--- src/rtl/pipeline_stall_controller.sv ---
// Stall/flush sequencer for the 5-stage pipeline: load-use interlock, taken-branch
// flush and the multi-cycle mult/div handshake with a watchdog.
module pipeline_stall_controller #(
  parameter int MD_TIMEOUT = 64
) (
  input  logic        clock,
  input  logic        reset,
  input  logic [31:0] inFD,
  input  logic [31:0] inDX,
  input  logic        branchTaken,
  input  logic        multdivRDY,
  input  logic        multdivException,
  output logic        stallPC,
  output logic        stallFD,
  output logic        stallDX,
  output logic        bubbleDX,
  output logic        flushFD,
  output logic        bubbleXM,
  output logic        ctrlMult,
  output logic        ctrlDiv,
  output logic        mdDone,
  output logic        mdException,
  output logic        mdTimeout
);

  localparam int CW = (MD_TIMEOUT > 1) ? $clog2(MD_TIMEOUT) : 1;
  localparam logic [CW-1:0] CNT_LAST = CW'(MD_TIMEOUT - 1);

  localparam logic [4:0] OP_R    = 5'b00000;
  localparam logic [4:0] OP_J    = 5'b00001;
  localparam logic [4:0] OP_BNE  = 5'b00010;
  localparam logic [4:0] OP_JAL  = 5'b00011;
  localparam logic [4:0] OP_JR   = 5'b00100;
  localparam logic [4:0] OP_BLT  = 5'b00110;
  localparam logic [4:0] OP_SW   = 5'b00111;
  localparam logic [4:0] OP_LW   = 5'b01000;
  localparam logic [4:0] OP_SETX = 5'b10101;
  localparam logic [4:0] OP_BEX  = 5'b10110;

  localparam logic [4:0] ALU_SLL = 5'b00100;
  localparam logic [4:0] ALU_SRA = 5'b00101;
  localparam logic [4:0] ALU_MUL = 5'b00110;
  localparam logic [4:0] ALU_DIV = 5'b00111;

  typedef enum logic [1:0] {
    MD_IDLE,
    MD_BUSY,
    MD_DONE
  } mdState_e;

  mdState_e      state_q, state_d;
  logic [CW-1:0] cnt_q, cnt_d;
  logic          exc_q, exc_d;
  logic          timeout_q, timeout_d;

  logic [4:0] opFD, rdFD, rsFD, rtFD, aluFD;
  logic [4:0] opDX, rdDX, aluDX;
  logic       fdReadsRs, fdReadsRt, fdReadsRd;
  logic       dxIsMul, dxIsDiv, loadUse;

  assign opFD  = inFD[31:27];
  assign rdFD  = inFD[26:22];
  assign rsFD  = inFD[21:17];
  assign rtFD  = inFD[16:12];
  assign aluFD = inFD[6:2];
  assign opDX  = inDX[31:27];
  assign rdDX  = inDX[26:22];
  assign aluDX = inDX[6:2];

  assign fdReadsRs = !(opFD == OP_J || opFD == OP_JAL || opFD == OP_SETX || opFD == OP_BEX);
  assign fdReadsRt = (opFD == OP_R) && (aluFD != ALU_SLL) && (aluFD != ALU_SRA);
  assign fdReadsRd = (opFD == OP_SW) || (opFD == OP_BNE) || (opFD == OP_BLT) || (opFD == OP_JR);

  assign dxIsMul = (opDX == OP_R) && (aluDX == ALU_MUL);
  assign dxIsDiv = (opDX == OP_R) && (aluDX == ALU_DIV);

  // r0 is hardwired, so a load into it never creates a dependency.
  assign loadUse = (opDX == OP_LW) && (rdDX != 5'd0) &&
                   ((fdReadsRs && rsFD == rdDX) ||
                    (fdReadsRt && rtFD == rdDX) ||
                    (fdReadsRd && rdFD == rdDX) ||
                    (opFD == OP_BEX && rdDX == 5'd30));

  always_ff @(posedge clock) begin
    if (reset) begin
      state_q   <= MD_IDLE;
      cnt_q     <= '0;
      exc_q     <= 1'b0;
      timeout_q <= 1'b0;
    end else begin
      state_q   <= state_d;
      cnt_q     <= cnt_d;
      exc_q     <= exc_d;
      timeout_q <= timeout_d;
    end
  end

  always_comb begin
    logic mdStall;
    state_d     = state_q;
    cnt_d       = cnt_q;
    exc_d       = exc_q;
    timeout_d   = timeout_q;
    mdStall     = 1'b0;
    stallPC     = 1'b0;
    stallFD     = 1'b0;
    stallDX     = 1'b0;
    bubbleDX    = 1'b0;
    flushFD     = 1'b0;
    bubbleXM    = 1'b0;
    ctrlMult    = 1'b0;
    ctrlDiv     = 1'b0;
    mdDone      = 1'b0;
    mdException = 1'b0;
    mdTimeout   = timeout_q;

    unique case (state_q)
      MD_IDLE: begin
        if (dxIsMul || dxIsDiv) begin
          state_d  = MD_BUSY;
          cnt_d    = '0;
          exc_d    = 1'b0;
          mdStall  = 1'b1;
          ctrlMult = dxIsMul;
          ctrlDiv  = dxIsDiv;
        end
      end
      MD_BUSY: begin
        mdStall = 1'b1;
        if (cnt_q != CNT_LAST) cnt_d = cnt_q + 1'b1;
        // A result arriving on the watchdog's last cycle still counts as success.
        if (multdivRDY) begin
          state_d = MD_DONE;
          exc_d   = multdivException;
        end else if (cnt_q == CNT_LAST) begin
          state_d   = MD_DONE;
          exc_d     = 1'b1;
          timeout_d = 1'b1;
        end
      end
      MD_DONE: begin
        state_d     = MD_IDLE;
        mdDone      = 1'b1;
        mdException = exc_q;
      end
      default: state_d = MD_IDLE;
    endcase

    if (mdStall) begin
      stallPC  = 1'b1;
      stallFD  = 1'b1;
      stallDX  = 1'b1;
      bubbleXM = 1'b1;
    end else if (branchTaken) begin
      flushFD  = 1'b1;
      bubbleDX = 1'b1;
    end else if (loadUse) begin
      stallPC  = 1'b1;
      stallFD  = 1'b1;
      bubbleDX = 1'b1;
    end

    if (reset) begin
      stallPC     = 1'b0;
      stallFD     = 1'b0;
      stallDX     = 1'b0;
      bubbleDX    = 1'b0;
      flushFD     = 1'b0;
      bubbleXM    = 1'b0;
      ctrlMult    = 1'b0;
      ctrlDiv     = 1'b0;
      mdDone      = 1'b0;
      mdException = 1'b0;
      mdTimeout   = 1'b0;
    end
  end

endmodule

--- config.mk ---
export PLATFORM = sky130hd
export DESIGN_NAME = pipeline_stall_controller
export DESIGN_NICKNAME = d
export VERILOG_FILES = /design/src/rtl/pipeline_stall_controller.sv
export SDC_FILE = /design/constraint.sdc
export NUM_CORES = 1
export LEC_CHECK = 0
export ABC_AREA = 1
export CORE_MARGIN = 2
export CORE_UTILIZATION = 37
export DETAILED_ROUTE_END_ITERATION = 10
export MAX_ROUTING_LAYER = met4
export PLACE_DENSITY = 0.86
export SKIP_CTS_REPAIR_TIMING = 1
export SKIP_LAST_GASP = 1
export SLEW_MARGIN = 5
export SYNTH_ARGS = -nofsm -noshare
export SYNTH_HDL_FRONTEND = slang
export SYNTH_SLANG_ARGS = --single-unit
--- constraint.sdc ---
create_clock -name clock -period 4.1 [get_ports clock]
set_input_delay 1.025 -clock clock [delete_from_list [all_inputs] [get_ports clock]]
set_output_delay 1.025 -clock clock [all_outputs]
set_load 0.1 [all_outputs]
After elaboration in Yosys (flattened, before gate mapping)
Cells that the tools add are included.
Cells by class
  add/subtract/negate cells: 1
  equality and inequality tests: 24
  multiplexer cells: 36
  bitwise operators: 1
  reduce and logical (&&, ||, !) cells: 30
Operator list (count)
  two-way mux 1 bit: 27
  equality test 5 x 3 -> 1 bit, second input constant: 5
  equality test 5 bit: 3
  equality test 5 bit, second input constant: 3
  two-way mux 6 bit: 2
  one-hot mux 6 bit (2 select lines): 1
  equality test 5 x 2 -> 1 bit, second input constant: 2
  logical AND 1 bit: 10
  logical NOT 5 bit: 2
  logical OR 1 bit: 10
  inequality test 5 x 3 -> 1 bit, second input constant: 2
  AND reduction 3 bit: 3
  adder 6 x 1 -> 6 bit, second input constant: 1
  equality test 6 bit, second input constant: 1
  two-way mux 2 bit: 3
  inequality test 6 bit, second input constant: 1
  equality test 5 x 1 -> 1 bit, second input constant: 1
  equality test 5 x 4 -> 1 bit, second input constant: 1
  nonzero test 5 bit: 1
  inequality test 2 bit, second input constant: 2
  one-hot mux 1 bit (2 select lines): 2
  one-hot mux 2 bit (2 select lines): 1
  inequality test 3 bit, second input constant: 1
  equality test 2 x 1 -> 1 bit, second input constant: 1
  other kinds (6): 6
Word-level totals
  flip-flop bits (word level): 10
  output and inout bits: 11
  logic and storage cells: 96

Logic depth before layout (Yosys ltp)
  depth in word-level cells: 14
  mapped depth: 12
  mapped depth without buffers: 10

Worst setup path after synthesis
OpenSTA, ideal clock, no wires.
  kind: input port to output port
  start: input reset
  end: output mdException
  data arrival time: 4.092 ns
  data required time: 3.075 ns
  setup slack: -1.017 ns
  stages: 2
  path through: nor3_1 and2_1
Between the ends
  cells in the longest elaborated chain, start to end: 1
Ends and longest elaborated chain
  start, declared: RTL line 7  | input logic reset,
  two-way mux 1 bit: RTL line 163  | if (reset) begin
  end, declared: RTL line 22  | output logic mdException,
Every way passes these cells.

Final worst setup path
  start: input inDX[22]
  end: output stallFD
Between the ends
  cells in the longest elaborated chain, start to end: 10
  elaborated cells between the ends (all ways): 18
Ends and longest elaborated chain
  start, declared: RTL line 9  | input logic [31:0] inDX,
  equality test 5 bit (on tied branches): RTL line 79, 80
  logical AND 1 bit (on tied branches): RTL line 79, 80
  logical OR 1 bit: RTL line 79  | ((fdReadsRs && rsFD == rdDX) ||
  logical OR 1 bit: RTL line 80  | (fdReadsRt && rtFD == rdDX) ||
  logical OR 1 bit: RTL line 81  | (fdReadsRd && rdFD == rdDX) ||
  logical AND 1 bit (*): RTL line 78  | assign loadUse = (opDX == OP_LW) && (rdDX != 5'd0) &&
  two-way mux 1 bit (*): RTL line 157  | end else if (loadUse) begin
  two-way mux 1 bit (*): RTL line 154  | end else if (branchTaken) begin
  two-way mux 1 bit (*): RTL line 149  | if (mdStall) begin
  two-way mux 1 bit (*): RTL line 163
  end, declared: RTL line 14  | output logic stallFD,
Every way passes the cells marked *; elsewhere a longest branch is shown, timed or not.

==> impl_metrics.py <==
metrics = {
    "sta": {
        "min_period_over_period": 0.899,
        "hold_viol": 0,
        "rsz0062_at_grt": "no",
        "finalSetupTns_ns": 0,
        "finClkSkew_ns": 0.00122,
        "min_period_ns": 3.69,
        "tightest_slew_ns": 0.293,
        "drv_slew": 0,
        "setup_viol": 0,
        "relSlewSlack": 0.805,
        "fmax_mhz": 271,
    },
    "worst_setup_path": {
        "slowest_delay_ns": 0.56,
        "endpoint_kind": "output pin",
        "critical_path_class": "input pin to output pin",
        "crit_arrival_ns": 2.66,
        "cp_max_fo": 5,
        "start_kind": "input pin",
        "crit_family": "buffers and inverters",
        "critPathBufInv": 3,
        "worstPathRequired_ns": 3.07,
        "worstPathCellList": "clkdlybuf4s50_1, inv_1, nand2_1, nand2_1, nor2_1, nand2_1, nor2_1, nor2_1, nand3_1, nand3_1, nand2_1, buf_12",
        "slowest_stage": "clkdlybuf4s50_1",
        "worst_path_most_repeated_cell": "nand2_1",
    },
    "power_and_ir_drop": {
        "peakVddDrop_uv": 116,
        "p_leak_uw": 0.000828,
        "powerDensity_nw_per_um2": 146,
    },
    "yosys": {
        "synthTopCellsByArea": "dfxtp_1 (18%), nand2_1 (18%), inv_1 (10%)",
        "syn_avg_cell_area_um2": 5.89,
        "seq_area_frac_synth": 0.180,
        "ys_ff_latch": 10,
        "yosysUniqueCellTypes": 30,
        "yosysTopAreaCell": "dfxtp_1",
        "syn_area_um2": 1110,
        "netlist.area_leader.share": 0.180,
        "syn_nets": 259,
        "yosys_warnings": 0,
        "synthesis.instances": 189,
    },
    "cells_and_area": {
        "antenna_cells": 0,
        "area_delta_synth_final_pct": 61.3,
        "final_util": 0.641,
        "final_cells": 273,
        "nets": 314,
        "drive_gt1_frac": 0.165,
        "fillers": 257,
    },
    "routing": {
        "firstDrtPassIters": 7,
        "post_drt_wl_per_cell_um": 9.78,
        "drc": 4,
        "drtIter0Drc": 59,
        "wirelength_um": 2670,
        "vias": 1246,
        "viasPerCell": 4.56,
        "postRouteAntennaNets": 0,
    },
    "global_routing": {
        "antenna_found_initial": 0,
        "grt_start_max_net_pins": 8,
        "grt_usage": 0.171,
        "grt_overflow": 0,
        "grt_pass1_vias": 1092,
        "grt_pass1_wl_um": 4490,
    },
    "floorplan": {
        "die-area_um2": 3460,
        "start_util": 0.397,
        "dieWidth_um": 58.9,
        "io_pins": 80,
        "rows": 19,
        "coreArea_um2": 2810,
        "die_h_um": 58.9,
    },
    "placement": {
        "place_inst": 270,
        "routabilityCongestion": 0.806,
        "dp_hpwl_um": 2380,
        "io_buffers": 54,
    },
    "job": {
        "maxCapViolCount": 0,
    },
    "clocking": {
        "cts_tree": "done",
        "cts_root_buf": "clkbuf_4",
        "path_clk_slew_ns": 0.06,
        "numCtsBuffers": 3,
        "htreeDepth": 1,
        "cts.sinks": 10,
        "clockBufferDepth": 2,
        "clkLatencyLatePin_ns": 0.27,
    },
    "run_status": {
        "violations": "DRC",
        "run_status": "finished with violations",
    },
    "hold_path": {
        "hold_class": "flip-flop to flip-flop",
    },
}
-- area by class of cell --
class	instances	area (um2)	share of cell area
multi-input combinational	139	753	0.419
clock buffer	3	22.5	0.0125
tap	31	38.8	0.0216
inverter	35	136	0.0759
timing repair buffer	55	646	0.359
sequential	10	200	0.111
-- where the power goes --
part	total [uW]	internal, uW	switching [uW]
clock network	66.3	33.9	32.4
registers	97.2	97.2	0.0616
logic	99.2	55.0	44.3
total	263	186	76.7
-- tightest hold or removal path, cell delays in order (launching register included) --
cell and delay, ns:
dfxtp_1 0.30, inv_1 0.06, a21oi_1 0.06
-- registers in the layout, indices dropped and copies added (netlist names) --
| signal | count |
|---|---|
| cnt_q | 6 |
| exc_q | 1 |
| state_q | 2 |
| timeout_q | 1 |
-- routing by layer --
layer,track usage,up-vias,part of all wire
met5,-,-,0
met4,0.0390,0,0.0052
met3,0.0396,2,0.049
met2,0.286,34,0.48
met1,0.210,519,0.46
li1,-,691,-
-- cells in the final DEF, fill, tap and decap left out, drive strengths merged --
| master | netlist | routed |
|---|---|---|
| nand2 | 58 | 58 |
| clkdlybuf4s50 | 0 | 43 |
| inv | 35 | 35 |
| nor2 | 31 | 31 |
| nand3 | 13 | 13 |
| buf | 3 | 12 |
| dfxtp | 10 | 10 |
| a21oi | 10 | 10 |
| xnor2 | 5 | 5 |
| nor3 | 5 | 5 |
| nand4 | 4 | 4 |
| o21ai | 4 | 4 |
| xor2 | 3 | 3 |
| clkbuf | 2 | 3 |
| and2 | 2 | 2 |
| nor3b | 1 | 1 |
| a31oi | 1 | 1 |
| o211ai | 1 | 1 |
| ha | 1 | 1 |
-- kinds of logic after synthesis --
group | synth area share
DFF | 0.180
and+or+nand+nor | 0.493
buffers and inverters | 0.157
adders and majority gates | 0.0112
xor gates and xnor gates | 0.0629
AOI/OAI and AO/OA | 0.0955
-- metrics by stage --
step	worst slack (ns)	hold slack, ns	total power (uW)	instance area [um2]
after floorplan	-0.0620	0.435	143	1130
after global placement	0.431	0.448	197	1770
after detailed placement	0.429	0.454	198	1770
after CTS	0.419	0.464	267	1800
after global routing	0.240	0.476	279	1800
final	0.412	0.463	263	1800
-- synthesized netlist by cell type, drive strengths merged --
cell	count
nand4	4
a21oi	10
o21ai	4
ha	1
nor3b	1
nand2	58
xor2	3
o211ai	1
a31oi	1
and2	2
nand3	13
clkbuf	2
dfxtp	10
xnor2	5
inv	35
nor2	31
buf	3
nor3	5
-- worst paths after layout --
| path | startpoint | endpoint | slack (ns) | cells past startpoint |
|---|---|---|---|---|
| hold reg to reg | timeout_q$_SDFFE_PP0P_ | timeout_q$_SDFFE_PP0P_ | 0.46 | 2 |
| hold / removal | timeout_q$_SDFFE_PP0P_ | timeout_q$_SDFFE_PP0P_ | 0.46 | 2 |
| setup reg to reg | cnt_q[0]$_SDFFE_PP0P_ | cnt_q[1]$_SDFFE_PP0P_ | 2.72 | 9 |
| setup / recovery | inDX[22] | stallFD | 0.41 | 12 |
No activity file was read; power rests on OpenSTA's default activity.
